$ cat config.mk
export PLATFORM = sky130hd
export DESIGN_NAME = buzzer_driver_flat
export DESIGN_NICKNAME = d
export VERILOG_FILES = /design/src/rtl/buzzer_driver_if.sv /design/src/rtl/buzzer_driver.sv /design/src/flat_wrapper.sv
export SDC_FILE = /design/constraint.sdc
export NUM_CORES = 1
export LEC_CHECK = 0
export ABC_AREA = 1
export CAP_MARGIN = 0
export CORE_ASPECT_RATIO = 1.75
export CORE_MARGIN = 1
export CORE_UTILIZATION = 55
export CTS_CLUSTER_DIAMETER = 120
export DETAILED_ROUTE_END_ITERATION = 6
export PLACE_DENSITY_LB_ADDON = 0.05
export SYNTH_ARGS = -nofsm -noshare
export SYNTH_HDL_FRONTEND = slang
export SYNTH_SLANG_ARGS = --single-unit
export TNS_END_PERCENT = 20
$ cat constraint.sdc
create_clock -name clk -period 1.75 [get_ports clk]
set_clock_uncertainty 0.2 [all_clocks]
set_input_delay 0.525 -clock clk [delete_from_list [all_inputs] [get_ports clk]]
set_output_delay 0.525 -clock clk [all_outputs]
set_load 0.005 [all_outputs]
$ cat src/rtl/buzzer_driver_if.sv
// Buzzer control/status bundle between the buzzer bus interface and the pin driver.
// The bus side drives the control bits; the driver returns pin drive and tone status.
interface buzzer_driver_if;
    logic ctrl_en;
    logic ctrl_buzz;
    logic buzzer;
    logic active;

    modport master (
        output ctrl_en,
        output ctrl_buzz,
        input  buzzer,
        input  active
    );

    modport slave (
        input  ctrl_en,
        input  ctrl_buzz,
        output buzzer,
        output active
    );
endinterface

$ cat src/rtl/buzzer_driver.sv
// Square-wave buzzer drive with a minimum beep duration (stretch) and immediate mute.
// Two-state FSM: IDLE (silent) and TONE (fixed-frequency 50% duty output).
module buzzer_driver #(
    parameter int unsigned CLK_FREQ_HZ   = 50_000_000,
    parameter int unsigned TONE_HZ       = 2_000,
    parameter int unsigned MIN_ON_CYCLES = 2_500_000
) (
    input  logic           clk,
    input  logic           rst,
    buzzer_driver_if.slave bus
);
    localparam int unsigned HALF_PERIOD = (TONE_HZ == 0) ? 0 : CLK_FREQ_HZ / (2 * TONE_HZ);
    localparam int unsigned PW = (HALF_PERIOD > 1) ? $clog2(HALF_PERIOD) : 1;
    localparam int unsigned HW = (MIN_ON_CYCLES > 0) ? $clog2(MIN_ON_CYCLES + 1) : 1;
    localparam logic [PW-1:0] PHASE_LAST = PW'(HALF_PERIOD - 1);
    localparam logic [HW-1:0] HOLD_MAX   = HW'(MIN_ON_CYCLES);

    generate
        if (HALF_PERIOD < 1) begin : g_bad_half_period
            $error("buzzer_driver: CLK_FREQ_HZ / (2*TONE_HZ) must be at least 1");
        end
        if (MIN_ON_CYCLES < 1) begin : g_bad_min_on
            $error("buzzer_driver: MIN_ON_CYCLES must be at least 1");
        end
    endgenerate

    typedef enum logic {
        IDLE = 1'b0,
        TONE = 1'b1
    } state_t;

    state_t          r_state;
    state_t          w_state_nxt;
    logic [PW-1:0]   r_phase;
    logic [PW-1:0]   w_phase_nxt;
    logic [HW-1:0]   r_hold;
    logic [HW-1:0]   w_hold_nxt;
    logic            r_buzzer;
    logic            w_buzzer_nxt;
    logic            w_req;
    logic            w_hold_sat;

    assign w_req      = bus.ctrl_en && bus.ctrl_buzz;
    assign w_hold_sat = (r_hold == HOLD_MAX);

    always_ff @(posedge clk) begin
        if (!rst) begin
            r_state  <= IDLE;
            r_phase  <= '0;
            r_hold   <= '0;
            r_buzzer <= 1'b0;
        end else begin
            r_state  <= w_state_nxt;
            r_phase  <= w_phase_nxt;
            r_hold   <= w_hold_nxt;
            r_buzzer <= w_buzzer_nxt;
        end
    end

    // Mute (ctrl_en low) wins over stretch; release only once the hold is saturated.
    always_comb begin
        w_state_nxt = r_state;
        if (r_state == IDLE) begin
            if (w_req) begin
                w_state_nxt = TONE;
            end
        end else begin
            if (!bus.ctrl_en || (!bus.ctrl_buzz && w_hold_sat)) begin
                w_state_nxt = IDLE;
            end
        end
    end

    // Counters and pin are cleared on every path into IDLE, so IDLE holds them at zero.
    always_comb begin
        w_phase_nxt  = '0;
        w_hold_nxt   = '0;
        w_buzzer_nxt = 1'b0;
        if (r_state == IDLE) begin
            if (w_state_nxt == TONE) begin
                w_buzzer_nxt = 1'b1;
                w_hold_nxt   = HW'(1);
            end
        end else if (w_state_nxt == TONE) begin
            w_hold_nxt = w_hold_sat ? r_hold : r_hold + 1'b1;
            if (r_phase == PHASE_LAST) begin
                w_phase_nxt  = '0;
                w_buzzer_nxt = ~r_buzzer;
            end else begin
                w_phase_nxt  = r_phase + 1'b1;
                w_buzzer_nxt = r_buzzer;
            end
        end
    end

    assign bus.buzzer = r_buzzer;
    assign bus.active = (r_state == TONE);
endmodule
$ cat src/flat_wrapper.sv
// flat-port wrapper written by rule: the top's interface ports become plain ports
module buzzer_driver_flat 
#(
    parameter int unsigned CLK_FREQ_HZ   = 50_000_000,
    parameter int unsigned TONE_HZ       = 2_000,
    parameter int unsigned MIN_ON_CYCLES = 2_500_000
)
  (clk, rst, bus_ctrl_en, bus_ctrl_buzz, bus_buzzer, bus_active);
  buzzer_driver_if bus_i ();
  input  logic clk;
  input  logic rst;
  input wire logic [$bits(bus_i.ctrl_en)-1:0] bus_ctrl_en;
  input wire logic [$bits(bus_i.ctrl_buzz)-1:0] bus_ctrl_buzz;
  output wire logic [$bits(bus_i.buzzer)-1:0] bus_buzzer;
  output wire logic [$bits(bus_i.active)-1:0] bus_active;
  assign bus_i.ctrl_en = bus_ctrl_en;
  assign bus_i.ctrl_buzz = bus_ctrl_buzz;
  assign bus_buzzer = bus_i.buzzer;
  assign bus_active = bus_i.active;
  buzzer_driver #(.CLK_FREQ_HZ(CLK_FREQ_HZ), .TONE_HZ(TONE_HZ), .MIN_ON_CYCLES(MIN_ON_CYCLES)) u_core (.clk(clk), .rst(rst), .bus(bus_i));
endmodule
==> out/summary.txt <==
Area growth syn-to-layout = 28.0%
Mean Syn Cell Area = 7.31 um2
Fin Hold WS = 304 ps
Reg2reg path depth = 11
Static Leak = 0.00104 uW
Netlist cell types = 38
Chip width = 50.4 um
Drt drc = 0
Most frequent CP cell = inv_2
Slew margin rel. = 74.9%
Largest net degree at the start of global routing = 15
Max-cap viol count = 0
ANT nets after route = 0
WP data required = 1730 ps
Max incr delay on CP = 400 ps
Cells after Synth = 308
Mapped cell area = 0.00225 mm2
Final Slew Violations = 0
RePlAce Congestion = 0.870
FF+latch count, synth = 38
Most common cell after layout, fill and taps aside = nand2_1
Slowest stage cell, crit path = dfxtp_4
Number of buffers created by CTS = 5
Longest Clk Path Bufs = 2
Ranking of synthesized cells by area = dfxtp_1, nand2_1, nor2_1
Crit path launch type = flip-flop
Worst path depth = 11
Post-DP HPWL = 4170 um
RSZ-0062 raised after global routing = true
Crit-path cells = ha_4 -> nand2_1 -> inv_2 -> nand3_4 -> inv_4 -> nand2_4 -> inv_2 -> nand2_2 -> nor3_4 -> buf_4 -> nor3_2
Setup CP Type = reg -> reg
Number of diodes = 0
Crit path max fanout = 4
Setup TNS = -22.4 ps
Drt pass-1 iters = 5
Grt ovf = 0
Drt wl/cell = 13.6 um
Final Setup Violations = 2
Warnings from Yosys = 0
Worst-Margin Slew = 373 ps
Min-Delay Path Class = reg -> reg
Share of layout cells above drive strength 1 = 33.7%
Sequential-to-total area share from yosys stat = 33.8%
Die Y = 86.6 um
First-pass GRT wire length = 8840 um
Max IR drop VDD = 0.749 mV
Min Tclk post-route = 1760 ps
Core ar. = 0.00390 mm2
Clock Sinks = 38
CTS tree = yes
1st-iter DRT viols = 33
Violated checks = setup timing
Final setup margin = -14.3 ps
PortBufs = 5
Most frequent cells in the layout = nand2_1, buf_4, nor2_1, inv_1, dfxtp_1
Ports = 6
H-Tree Depth = 2
Vias in the first global route = 2156
Highest clock rate = 567 MHz
Vias after detailed routing = 2167
Cell taking the most area after synthesis = dfxtp_1
CP top delay family = simple AND/OR/NAND/NOR gates
Initial antenna violation count = 0
Arrival time worst endpoint = 1740 ps
Final nets = 367
Syn_nets = 315
Routed WL = 5560 um
Clk_lat worst skew = 290 ps
Outcome = finished, violations left
Crit. End Element = flip-flop
Starting Density = 57.7%
Tcrit/Tclk final = 101%
Top-area cell type share of the netlist area = 33.8%
Final Hold Viols = 0
PD cells = 546 mW/mm2
Cell Rows = 30
Die area = 0.00436 mm2
Hold Crit Depth = 2
Clock slew at reported path FFs = 70 ps
CP bufs+invs = 4
Avg Vias per Cell = 5.32
Global Route Usage Sum = 26.8%
Root Driver = clkbuf_8
==> cells by family after synthesis <==
logic type | synth area share (%)
compound gates | 9.45
xor+xnor | 0.778
fa+ha+maj | 1.67
buf+inv | 9.73
flops | 33.8
simple gates | 44.6
==> metrics by stage <==
stage	setup WS (ps)	area [um2]	utilization, %	cells	power [uW]
5_1_grt	-102	2880	73.8	407	1630
4_1_cts	-42.9	2730	70.0	402	1570
3_3_place_gp	-298	2590	66.4	396	983
2_1_floorplan	56.0	2250	-	308	950
6_report	-14.3	2880	73.8	407	1570
3_5_place_dp	-338	2590	66.4	396	984
==> per-layer routing <==
metal,up-vias,track usage [%],part of all wire [%]
met2,33,55.8,58
met3,16,4.04,1.5
met4,0,11.6,3.9
met1,1003,23.7,36
li1,1115,-,-
met5,-,0,0
==> registers in the layout, summed over array words and instances, names as in the netlist <==
name               flops
u_core.bus.active      1
u_core.r_phase        14
u_core.r_hold         22
u_core.bus.buzzer      1
==> repair_timing <==
action                                  CTS  global route
gates resized for setup                  17            34
pin swaps                                 7            12
hold buffers                              0             0
endpoints found under the setup margin   38            35
setup buffers                             0             5
==> cell type report <==
cell class	count	area [um2]
clock buffer	6	82.6
inverter	44	173
tap	48	60.1
sequential	38	773
multi-input combinational	223	1420
timing repair buffer	48	377
fill	332	1020
==> power breakdown <==
| group | switching [uW] | internal [uW] |
|---|---|---|
| logic | 58.7 | 47.3 |
| registers | 4.80 | 867 |
| clock network | 291 | 304 |
| total | 354 | 1220 |
==> path summary, 6_finish.rpt <==
check                                               startpoint  slack [ps]                             end
worst min-delay path            u_core.bus.buzzer$_SDFFE_PN0P_         300  u_core.bus.buzzer$_SDFFE_PN0P_
worst min register to register  u_core.bus.buzzer$_SDFFE_PN0P_         300  u_core.bus.buzzer$_SDFFE_PN0P_
worst max-delay path             u_core.r_hold[0]$_SDFFE_PN0P_         -10  u_core.r_hold[16]$_SDFFE_PN0P_
worst max register to register   u_core.r_hold[0]$_SDFFE_PN0P_         -10  u_core.r_hold[16]$_SDFFE_PN0P_
==> tightest hold or removal path: cells and delay by family, from the launching register on <==
| family | cells | cell delay [ps] |
|---|---|---|
| simple gates | 1 | 80 |
| compound gates | 1 | 60 |
| flops | 1 | 320 |
==> cell usage after synthesis <==
library cell and count:
nor4_1 4, nor3b_1 5, nor2_2 6, nor2_1 49, nor3b_2 1, or2_2 1, o21bai_1 1, or3_1 1
and3_1 1, buf_12 2, nand2_4 4, inv_1 43, a21oi_2 7, ha_1 3, nor3_2 8, nor4_4 1
nand2_2 4, nand4_1 8, o2111a_1 1, o21ai_1 2, or2_0 1, inv_2 1, nor3_4 3, clkbuf_8 1
o211ai_1 1, a21oi_1 7, xor2_1 2, nand3_1 22, a31oi_1 2, nand2_1 57, nor3_1 9, nand4_2 1
nand3_2 3, o21ai_0 3, a211oi_1 1, dfxtp_1 38, o31ai_1 1, a211oi_2 3
Power figures use the tool's default switching activity.
